[src/rtl/ks10_mem_responder.sv]
// rtl/ks10_mem_responder.sv - KS10 bus memory responder: decode, single-port access, wait states, ACK
// Optional memory parity (bit 36, even) is enabled by defining KS10_MEM_PARITY_EN.
module ks10_mem_responder #(
  parameter int ADDR_WIDTH  = 20,
  parameter int BASE        = 0,
  parameter int SIZE        = 1 << 20,
  parameter int WAIT_STATES = 2
) (
  input  logic                  clk,
  input  logic                  rst,
  input  logic                  busREQI,
  input  logic [0:35]           busADDRI,
  input  logic [0:35]           busDATAI,
  output logic                  busACKO,
  output logic [0:35]           busDATAO,
  output logic                  busBUSY,
  output logic [ADDR_WIDTH-1:0] memADDR,
  output logic                  memRD,
  output logic                  memWR,
`ifdef KS10_MEM_PARITY_EN
  output logic [36:0]           memDOUT,
  input  logic [36:0]           memDIN,
  output logic                  memPERR
`else
  output logic [35:0]           memDOUT,
  input  logic [35:0]           memDIN
`endif
);

  localparam logic [2:0] ST_IDLE   = 3'd0;
  localparam logic [2:0] ST_RD     = 3'd1;
  localparam logic [2:0] ST_RDWAIT = 3'd2;
  localparam logic [2:0] ST_WR     = 3'd3;
  localparam logic [2:0] ST_WAIT   = 3'd4;
  localparam logic [2:0] ST_ACK    = 3'd5;
  localparam logic [2:0] ST_DONE   = 3'd6;

  localparam logic [3:0]  WAIT_LOAD = 4'(WAIT_STATES);
  // Window end is clipped to the top of the 22-bit physical space instead of wrapping.
  localparam logic [31:0] WIN_END   = 32'(BASE) + 32'(SIZE);
  localparam logic [23:0] WIN_LO    = 24'(BASE);
  localparam logic [23:0] WIN_HI    = (WIN_END > 32'h0040_0000) ? 24'h40_0000 : WIN_END[23:0];

  logic [2:0]  state;
  logic [3:0]  wait_cnt;
  logic        rd_flag;
  logic        wr_flag;
  logic [35:0] wdata;
  logic [35:0] rdata;
  logic [23:0] req_addr;
  logic        lo_ok;
  logic        hi_ok;
  logic        sel;
  logic        unused_flags;

  assign req_addr = {2'b00, busADDRI[14:35]};
  assign lo_ok    = (req_addr + 24'd1) > WIN_LO;
  assign hi_ok    = req_addr < WIN_HI;
  assign sel      = busREQI && !busADDRI[10] && (busADDRI[3] || busADDRI[5]) && lo_ok && hi_ok;

  assign unused_flags = ^{busADDRI[0:2], busADDRI[4], busADDRI[6:9], busADDRI[11:13]};

  always_ff @(posedge clk or negedge rst) begin
    if (!rst) begin
      state    <= ST_IDLE;
      wait_cnt <= 4'd0;
      rd_flag  <= 1'b0;
      wr_flag  <= 1'b0;
      memADDR  <= '0;
      wdata    <= 36'd0;
      rdata    <= 36'd0;
    end else begin
      case (state)
        ST_IDLE: begin
          if (sel) begin
            memADDR <= busADDRI[36-ADDR_WIDTH:35];
            rd_flag <= busADDRI[3];
            wr_flag <= busADDRI[5];
            wdata   <= busDATAI;
            state   <= busADDRI[3] ? ST_RD : ST_WR;
          end
        end
        ST_RD: state <= ST_RDWAIT;
        ST_RDWAIT: begin
          rdata <= memDIN[35:0];
          // Exchange: old contents are held in rdata while the new word is written.
          if (wr_flag) begin
            state <= ST_WR;
          end else begin
            state    <= ST_WAIT;
            wait_cnt <= WAIT_LOAD;
          end
        end
        ST_WR: begin
          state    <= ST_WAIT;
          wait_cnt <= WAIT_LOAD;
        end
        ST_WAIT: begin
          if (wait_cnt == 4'd0) begin
            state <= ST_ACK;
          end else begin
            wait_cnt <= wait_cnt - 4'd1;
          end
        end
        ST_ACK: state <= ST_DONE;
        ST_DONE: begin
          // A request still held high after ACK must not be serviced twice.
          if (!busREQI) begin
            state <= ST_IDLE;
          end
        end
        default: state <= ST_IDLE;
      endcase
    end
  end

  assign memRD    = (state == ST_RD);
  assign memWR    = (state == ST_WR);
  assign busACKO  = (state == ST_ACK);
  assign busBUSY  = (state != ST_IDLE);
  assign busDATAO = (busACKO && rd_flag) ? rdata : 36'd0;

`ifdef KS10_MEM_PARITY_EN
  assign memDOUT = {^wdata, wdata};

  always_ff @(posedge clk or negedge rst) begin
    if (!rst) begin
      memPERR <= 1'b0;
    end else if (state == ST_RDWAIT && (memDIN[36] != ^memDIN[35:0])) begin
      memPERR <= 1'b1;
    end
  end
`else
  assign memDOUT = wdata;
`endif

endmodule
[config.mk]
export PLATFORM = sky130hd
export DESIGN_NAME = ks10_mem_responder
export DESIGN_NICKNAME = d
export VERILOG_FILES = /design/src/rtl/ks10_mem_responder.sv
export SDC_FILE = /design/constraint.sdc
export NUM_CORES = 1
export LEC_CHECK = 0
export CAP_MARGIN = 20
export CORE_AREA = 2 2 86 151
export CTS_BUF_LIST = sky130_fd_sc_hd__clkbuf_2 sky130_fd_sc_hd__clkbuf_4 sky130_fd_sc_hd__clkbuf_8
export DETAILED_ROUTE_END_ITERATION = 6
export DIE_AREA = 0 0 88 153
export PLACE_DENSITY = 0.7
export SKIP_LAST_GASP = 1
export SLEW_MARGIN = 20
export SYNTH_ARGS = -nofsm -noshare
export SYNTH_HDL_FRONTEND = slang
export SYNTH_SLANG_ARGS = --single-unit
[constraint.sdc]
create_clock -name clk -period 3.2 [get_ports clk]
set_clock_uncertainty 0.2 [all_clocks]
set_input_delay 0.48 -clock clk [delete_from_list [all_inputs] [get_ports clk]]
set_output_delay 0.48 -clock clk [all_outputs]
set_load 0.05 [all_outputs]
==> out/metrics.csv <==
stage;metric;value;unit
power_and_ir_drop;power.internal;0.00354;W
worst_setup_path;cp-start-kind;register;
synth;synth_top_area_cell;sky130_fd_sc_hd__dfrtp_1;
routing;drt-met1-wl;3680;um
synth;yosysSeqAreaShare;60.0;%
layout;insertedDiodeCount;0;
timing;setup_slack;278;ps
layout;final_nets;598;
die;die_x;88;um
die;floorplan.die.height;153;um
worst_setup_path;critical_path.cell_chain;nor2b_1, and2_1, clkdlybuf4s50_1;
clocking;cts_max_level;3;
worst_setup_path;startpoint_to_endpoint_class_of_the_critical_path;reg -> out;
synth;syn-num-nets;405;
routing;ant_nets;0;
global_routing;pin_count_of_the_biggest_net_entering_global_routing;59;
clocking;clk-insertion-delay-late;360;ps
clocking;cts_made_buffers;9;
timing;finalSetupTns;0;ps
worst_setup_path;critical_path_arrival;2240;ps
timing;period_needed;2920;ps
power_and_ir_drop;peakVddDrop;0.638;mV
power_and_ir_drop;p_comb_share;50.7;%
timing;slew_headroom;38.6;%
synth;yosysUniqueCellTypes;35;
worst_setup_path;crit_path_top_delay_cell;sky130_fd_sc_hd__clkdlybuf4s50_1;
die;io-pin-count;207;
routing;route.vias.total;3122;
power_and_ir_drop;netSwitchingFraction;43.2;%
power_and_ir_drop;net-switching-power;0.00269;W
worst_setup_path;timing.critical_path.required;2520;ps
routing;routed_wire_length_per_instance;16.6;um
routing;route.detailed.vias_per_inst;4.74;
power_and_ir_drop;share_clk_of_total_power;13.4;%
place;buffer_ports.inserted;195;
layout;drive_above_1_share;31.0;%
power_and_ir_drop;pwr-share-seq;35.8;%
synth;synth_seq_cells;101;
layout;syn_to_final_growth;56.1;%
clocking;worst_setup_hold_path_clk_slew;90;ps
synth;synth_enable_flop_cells;0;
timing;report.final.hold_viol_count;0;
clocking;tritoncts_clock_tree;yes;
timing;report.final.slew_viol_count;0;
job;max_cap_violations;0;
layout;finish.utilization;53.8;%
global_routing;initial_antenna_violation_count;0;
die;core_area;12200;um2
power_and_ir_drop;power.density_cell_area;948;nW/um2
routing;drt_pre_antenna_iters;4;
die;dieArea;13500;um2
worst_setup_path;worst_setup_path_end_kind;output pin;
timing;grt_setup_unrepaired;no;
synth;synth.yosys.warnings;0;
worst_setup_path;maximum_cell_stage_delay_along_the_critical_path;820;ps
synth;netlist.area_leader.share;60.0;%
global_routing;grt_first_pass_wirelength;17600;um
global_routing;globalRouteTotalUtil;17.1;%
clocking;cts.root.buffer_cell;sky130_fd_sc_hd__clkbuf_8;
synth;syn-instance-count;293;
synth;most_instantiated_cells_after_synthesis;sky130_fd_sc_hd__dfrtp_1, sky130_fd_sc_hd__mux2_2, sky130_fd_sc_hd__and3_1;
die;fp-row-count;54;
place;dpl_worst_slack;347;ps
power_and_ir_drop;power.static_leakage;2.98;nW
place;hpwlAfterDp;8310;um
timing;setup_viol;0;
place;place_congestion;0.753;
synth;synth_async_sr_flop_share;100;%
worst_setup_path;crit_buf_inv;1;
synth;yosys_most_used_dff;sky130_fd_sc_hd__dfrtp_1;
layout;num-fill-cells;1080;
clocking;clk_path_buf_depth;2;
synth;synthTopCellsByArea;sky130_fd_sc_hd__dfrtp_1, sky130_fd_sc_hd__mux2_2, sky130_fd_sc_hd__and3_1, sky130_fd_sc_hd__mux2_1, sky130_fd_sc_hd__buf_2;
outcome;run_status;complete, no violations;
global_routing;residual_overflow_from_global_routing;0;
routing;wl_met3;686;um
timing;tightestPinTransition;921;ps
synth;synth_most_common_cell;sky130_fd_sc_hd__dfrtp_1;
synth;syn_area;4210;um2
die;start_util;34.5;%
timing;fmax;342;MHz
routing;routed_wl;11000;um
routing;first_iter_violations;124;
worst_setup_path;critPathTopFamily;buffers and inverters;
global_routing;grt_pass1_vias;3418;
timing;fin_crit_sh;91.3;%
routing;dr.max_layer_used;met4;
worst_setup_path;crit_path_max_fanout;12;
routing;post-route-drc-count;0;
clocking;ctsResizeCount;0;
routing;met2_wirelength;6150;um
synth;average_cell_area_after_synthesis;14.4;um2
clocking;tritoncts_num_sinks;101;
worst_hold_path;worst_hold_path_type;reg -> reg;
cells in the final DEF (no fill, tap or decap), drive strengths merged, types with 2 or more instances in the layout:
cell,synthesis,final
o21ai,4,4
nor3,2,2
nor2b,4,4
clkinv,0,3
clkbuf,7,9
a21oi,4,4
inv,5,8
and3,36,36
mux2i,2,2
clkdlybuf4s50,0,157
buf,12,43
nand2b,2,2
nor2,2,2
mux2,94,94
dfrtp,101,101
flip-flops by register name, indices dropped and copies added (netlist names):
signal	count
rd_flag	1
memDOUT	36
memADDR	20
wait_cnt	4
wr_flag	1
state	3
rdata	36
metrics by stage:
| step | cells | power, W | instance area (um2) | hold slack (ps) |
|---|---|---|---|---|
| 2_1_floorplan | 293 | 0.00431 | 4210 | -15.6 |
| 3_3_place_gp | 642 | 0.00535 | 6360 | 266 |
| 3_5_place_dp | 642 | 0.00547 | 6360 | 280 |
| 4_1_cts | 659 | 0.00632 | 6580 | 293 |
| 5_1_grt | 659 | 0.00658 | 6580 | 312 |
| 6_report | 659 | 0.00624 | 6580 | 288 |
repair_timing:
| action | in CTS | in global routing |
|---|---|---|
| setup endpoints to repair | 0 | 0 |
| setup buffers | 0 | 0 |
| endpoints found under the hold margin | 43 | 0 |
| hold buffers | 1 | 0 |
worst register-to-register path: stages, from the launching register on:
cell	delay (ps)
sky130_fd_sc_hd__dfrtp_1	490
sky130_fd_sc_hd__nor3_1	350
sky130_fd_sc_hd__o211a_2	290
sky130_fd_sc_hd__buf_4	320
sky130_fd_sc_hd__mux2_2	390
layout make-up:
class / instances / area [um2] / area share (%)
Sequential cell: 101 / 2530 / 38.4
Timing Repair Buffer: 201 / 2050 / 31.2
Multi-Input combinational cell: 168 / 1560 / 23.8
Tap cell: 168 / 210 / 3.20
Clock buffer: 9 / 124 / 1.88
Clock inverter: 7 / 78.8 / 1.20
Inverter: 5 / 18.8 / 0.285
worst paths after layout:
check	start	slack (ps)	end	depth (start not counted)
max reg2reg	state[2]	1050	memADDR[4]	4
min in group asynchronous	rst	450	memADDR[10]	2
max	state[1]	280	memWR	3
min	wait_cnt[0]	290	wait_cnt[0]	1
max in group asynchronous	rst	1610	memADDR[7]	3
min reg2reg	wait_cnt[0]	290	wait_cnt[0]	1
cells by family after synthesis:
group	count (synthesis)	synth area share [%]
mux	96	25.6
simple gates	54	8.43
buf+inv	24	2.91
flops	101	60.0
compound gates	17	2.79
fa+ha+maj	1	0.297
per-layer routing:
metal / global-route usage (%) / vias to the layer above
met5: 0 / -
met1: 17.2 / 1532
met2: 30.8 / 126
met4: 9.08 / 0
li1: - / 1437
met3: 4.48 / 27
power groups by stage:
stage | sequential [W] | clock (W) | combinational [W]
after detailed placement | 0.00227 | 0 | 0.00319
final | 0.00223 | 0.000837 | 0.00316
after global routing | 0.00233 | 0.000926 | 0.00333
after global placement | 0.00222 | 0 | 0.00313
after floorplan | 0.00324 | 0 | 0.00107
after CTS | 0.00225 | 0.000873 | 0.00320
Note: power is estimated with default switching activity, not from simulation.
